$ cat config.mk
export PLATFORM = sky130hd
export DESIGN_NAME = scs8hd_a311oi_bist_ctrl
export DESIGN_NICKNAME = d
export VERILOG_FILES = /design/src/rtl/scs8hd_a311oi_bist_ctrl.sv
export SDC_FILE = /design/constraint.sdc
export NUM_CORES = 1
export LEC_CHECK = 0
export CORE_UTILIZATION = 34
export CTS_CLUSTER_DIAMETER = 80
export DETAILED_ROUTE_END_ITERATION = 8
export SYNTH_ARGS = -nofsm -noshare
export SYNTH_HDL_FRONTEND = slang
export SYNTH_SLANG_ARGS = --single-unit
$ cat constraint.sdc
create_clock -name CLK -period 2 [get_ports CLK]
set_input_delay 0.2 -clock CLK [delete_from_list [all_inputs] [get_ports CLK]]
set_output_delay 0.2 -clock CLK [all_outputs]
set_load 0.02 [all_outputs]
$ cat src/rtl/scs8hd_a311oi_bist_ctrl.sv
// Self-test sequencer for one scs8hd_a311oi cell: walks all 32 input vectors,
// compares Y_DUT against !((A1&A2&A3)|B1|C1) and records pass/fail results.
module scs8hd_a311oi_bist_ctrl #(
    parameter int unsigned SETTLE_CYCLES = 1
) (
    input  logic       CLK,
    input  logic       RESETB,
    input  logic       START,
    input  logic       ABORT,
    input  logic       Y_DUT,
    output logic       A1,
    output logic       A2,
    output logic       A3,
    output logic       B1,
    output logic       C1,
    output logic       BUSY,
    output logic       DONE,
    output logic       PASS,
    output logic [5:0] FAIL_CNT,
    output logic       FAIL_VALID,
    output logic [4:0] FAIL_VEC
);

    typedef enum logic [1:0] {StIdle, StRun, StDone} state_e;

    localparam logic [3:0] LP_SETTLE = 4'(SETTLE_CYCLES);

    state_e     r_state, w_state_d;
    logic [4:0] r_vec, w_vec_d;
    logic [3:0] r_cnt, w_cnt_d;
    logic       r_busy, w_busy_d;
    logic       r_done, w_done_d;
    logic       r_pass, w_pass_d;
    logic [5:0] r_fail_cnt, w_fail_cnt_d;
    logic       r_fail_valid, w_fail_valid_d;
    logic [4:0] r_fail_vec, w_fail_vec_d;
    logic       w_exp;
    logic       w_mismatch;

    assign w_exp      = ~((&r_vec[2:0]) | r_vec[3] | r_vec[4]);
    assign w_mismatch = Y_DUT ^ w_exp;

    always_comb begin
        w_state_d      = r_state;
        w_vec_d        = r_vec;
        w_cnt_d        = r_cnt;
        w_busy_d       = r_busy;
        w_done_d       = 1'b0;
        w_pass_d       = r_pass;
        w_fail_cnt_d   = r_fail_cnt;
        w_fail_valid_d = r_fail_valid;
        w_fail_vec_d   = r_fail_vec;
        unique case (r_state)
            StIdle: begin
                if (START && !ABORT) begin
                    w_state_d      = StRun;
                    w_vec_d        = 5'd0;
                    w_cnt_d        = 4'd0;
                    w_busy_d       = 1'b1;
                    w_pass_d       = 1'b0;
                    w_fail_cnt_d   = 6'd0;
                    w_fail_valid_d = 1'b0;
                    w_fail_vec_d   = 5'd0;
                end
            end
            StRun: begin
                if (ABORT) begin
                    // Partial failure results are kept for inspection.
                    w_state_d = StIdle;
                    w_vec_d   = 5'd0;
                    w_cnt_d   = 4'd0;
                    w_busy_d  = 1'b0;
                    w_pass_d  = 1'b0;
                end else if (r_cnt != LP_SETTLE) begin
                    w_cnt_d = r_cnt + 4'd1;
                end else begin
                    w_cnt_d = 4'd0;
                    if (w_mismatch) begin
                        w_fail_cnt_d = r_fail_cnt + 6'd1;
                        if (!r_fail_valid) begin
                            w_fail_valid_d = 1'b1;
                            w_fail_vec_d   = r_vec;
                        end
                    end
                    if (r_vec == 5'd31) begin
                        w_state_d = StDone;
                        w_vec_d   = 5'd0;
                        w_busy_d  = 1'b0;
                        w_done_d  = 1'b1;
                        w_pass_d  = (w_fail_cnt_d == 6'd0);
                    end else begin
                        w_vec_d = r_vec + 5'd1;
                    end
                end
            end
            StDone: begin
                w_state_d = StIdle;
            end
            default: begin
                w_state_d = StIdle;
                w_vec_d   = 5'd0;
                w_busy_d  = 1'b0;
            end
        endcase
    end

    always_ff @(posedge CLK or negedge RESETB) begin
        if (!RESETB) begin
            r_state      <= StIdle;
            r_vec        <= 5'd0;
            r_cnt        <= 4'd0;
            r_busy       <= 1'b0;
            r_done       <= 1'b0;
            r_pass       <= 1'b0;
            r_fail_cnt   <= 6'd0;
            r_fail_valid <= 1'b0;
            r_fail_vec   <= 5'd0;
        end else begin
            r_state      <= w_state_d;
            r_vec        <= w_vec_d;
            r_cnt        <= w_cnt_d;
            r_busy       <= w_busy_d;
            r_done       <= w_done_d;
            r_pass       <= w_pass_d;
            r_fail_cnt   <= w_fail_cnt_d;
            r_fail_valid <= w_fail_valid_d;
            r_fail_vec   <= w_fail_vec_d;
        end
    end

    // The vector register is held at zero outside RUN, so it drives the cell directly.
    assign A1         = r_vec[0];
    assign A2         = r_vec[1];
    assign A3         = r_vec[2];
    assign B1         = r_vec[3];
    assign C1         = r_vec[4];
    assign BUSY       = r_busy;
    assign DONE       = r_done;
    assign PASS       = r_pass;
    assign FAIL_CNT   = r_fail_cnt;
    assign FAIL_VALID = r_fail_valid;
    assign FAIL_VEC   = r_fail_vec;

endmodule

==> metrics.txt <==
FF+latch count, synth 26; type of the most critical hold path input pin to asynchronous set/reset pin; Tmin final 1.93 ns; Vias per Instance 5.41; outcome completed; WL final 3380 um; grt total ovfl 0; layout cell share with drive strength beyond 1 22.2%; Buffers on Ports 24; Die Area 0.00454 mm2; Leak Pwr 0.000876 uW; final setup fails 0; Core Rows 23; clock tree buffer depth 2; Pre-Repair DR Iteration Count 4; VDD IR max 467 uV; maximum clock frequency 519 MHz; RR Endpoint PASS; CTS H-tree depth 1; Layout fillers 383; CTS Buf Count 3; Worst Path Arrival 2.10 ns; setup TNS 0 ns; Post-Syn Nets 153; cells after synthesis 142; EDFF count, synth 0; Critical Path Sink Type flip-flop; top cells by area, synth dfrtp_1 (45%), ha_1 (5.2%), o21ai_0 (4.8%), nand2_1 (4.1%), a22o_1 (3.0%); first-pass GRT wire length 5360 um; Mapped Area 0.00145 mm2; ANT cells 0; Yosys warnings 0; core area 0.00406 mm2; Max Slew Vio Count 0; syn_area_per_cell 10.2 um2; Slew headroom 59.0%; largest net degree at the start of global routing 27; drt wl/cell 14.7 um; actual slew at the worst max-slew pin 0.609 ns; worst path required time 2.17 ns; count leader, synth dfrtp_1; post-synthesis async set-or-reset flop share 100%; clock slew at reported path FFs 0.09 ns; # DRC 0; nets@finish 192; Power Density 826 mW/mm2; crit path max fanout 5; remaining antenna violation count 0; HPWL Detailed 2430 um; gr usage total 15.6%; DR iter-0 viols 101; Syn-to-layout area delta 34.0%; initial antenna violation count 0; RR Startpoint r_vec[0]; Sink Count 26; Max Cap Viol 0; Finished Core Util 48.0%; Worst-Skew Late Latency 0.27 ns; Root Buffer clkbuf_8; critical path type flip-flop to flip-flop; Unique masters post-synth 44; Vias 1244; register area 652 um2; I/O pin cnt 25; CTS tree yes; Synth top cells by count dfrtp_1 (26), nand2_1 (16), o21ai_0 (14), inv_1 (7), ha_1 (6); DIE WIDTH 67.4 um; Initial Util 35.8%; fin crit share 96.4%; leading area contributor after synthesis dfrtp_1; Worst Reg-to-Reg Cells 8; Seq/Total Area, Yosys 44.8%; Die Span Y 67.4 um; multi-input logic area 813 um2; crit path launch type flip-flop; Clock Skews 0.00380 ns; Most used DFF post-synth dfrtp_1; Synth top area share 44.8%; final hold vios 0; hold_buf cts 0; gp weighted congestion 0.858; vias in the first global route 1163; R2R Setup Slk 0.07 ns
## report_power, final
part	total (uW)	internal (uW)	switching [uW]
sequential	665	594	71.2
clock	344	176	168
combinational	599	280	319
## how the worst max path moves through the flow
stage                     startpoint    to  slack [ns]  depth (start not counted)
final                       r_vec[0]  PASS        0.07                          8
after global routing        r_vec[0]  PASS       -0.02                          8
after CTS                   r_vec[0]  PASS        0.01                          6
after detailed placement    r_vec[0]  PASS       0.001                          6
after global placement      r_vec[0]  PASS        0.04                          6
after floorplan             r_vec[1]  PASS        0.01                          6
## stage by stage
step                      instances  setup WS (ns)  power (uW)  instance area [um2]  hold slack (ns)
after floorplan                 142         0.0148         990                 1450          -0.0956
after global placement          223         0.0423        1230                 1810            0.491
after detailed placement        223        0.00102        1250                 1810            0.491
after CTS                       227         0.0113        1600                 1870            0.314
after global routing            230        -0.0177        1720                 1950            0.336
final                           230         0.0723        1610                 1950            0.294
## what timing repair did
item,in CTS,in global routing
pin swaps,0,2
gates resized for setup,2,9
hold endpoints to repair,0,0
setup buffers,0,3
endpoints found under the setup margin,1,8
## worst max-delay path, stage by stage (launching register included)
cell     delay, ns
dfrtp_2       0.42
ha_2          0.20
ha_4          0.18
nor4_4        0.20
buf_4         0.18
buf_4         0.11
or2_4         0.13
a31oi_2       0.10
o41ai_2       0.31
## layer usage
layer / vias to the layer above / global-route usage, % / wire (um)
met4: 0 / 3.99 / 31
met5: - / 0 / 0
met3: 4 / 2.70 / 117
met1: 610 / 21.6 / 1590
met2: 22 / 25.1 / 1640
li1: 608 / - / -
## area by class of cell
type / count / area share, %
multi-input combinational: 106 / 41.8
sequential: 26 / 33.5
timing repair buffer: 37 / 17.4
tap: 50 / 3.21
clock buffer: 4 / 2.83
inverter: 7 / 1.35
## state kept, by name, indices dropped and copies added, names as in the netlist
signal / cells
PASS: 1
FAIL_VEC: 5
r_vec: 5
DONE: 1
r_state: 2
r_cnt: 4
BUSY: 1
FAIL_CNT: 6
FAIL_VALID: 1
## cell usage in the layout, fill, tap and decap left out, drive strengths merged, types with 2 or more instances in the layout
master / n
dfrtp: 26
clkdlybuf4s50: 24
nand2: 16
o21ai: 14
buf: 13
a22o: 8
inv: 7
ha: 6
nor2: 5
a21oi: 5
nor2b: 4
mux2i: 4
nor3: 4
nand3: 4
clkbuf: 4
or2: 4
a31oi: 3
o22ai: 3
nor3b: 3
a21o: 2
and3: 2
nor4: 2
o2111ai: 2
## cells by family after synthesis
group	synth area share, %
buffers and inverters	3.45
adder cells (fa/ha/maj)	5.17
multiplexers	2.76
XOR/XNOR	0.603
flip-flops	44.8
AO/OA/AOI/OAI	23.3
AND/OR/NAND/NOR	20.0
No activity file was read; power rests on OpenSTA's default activity.
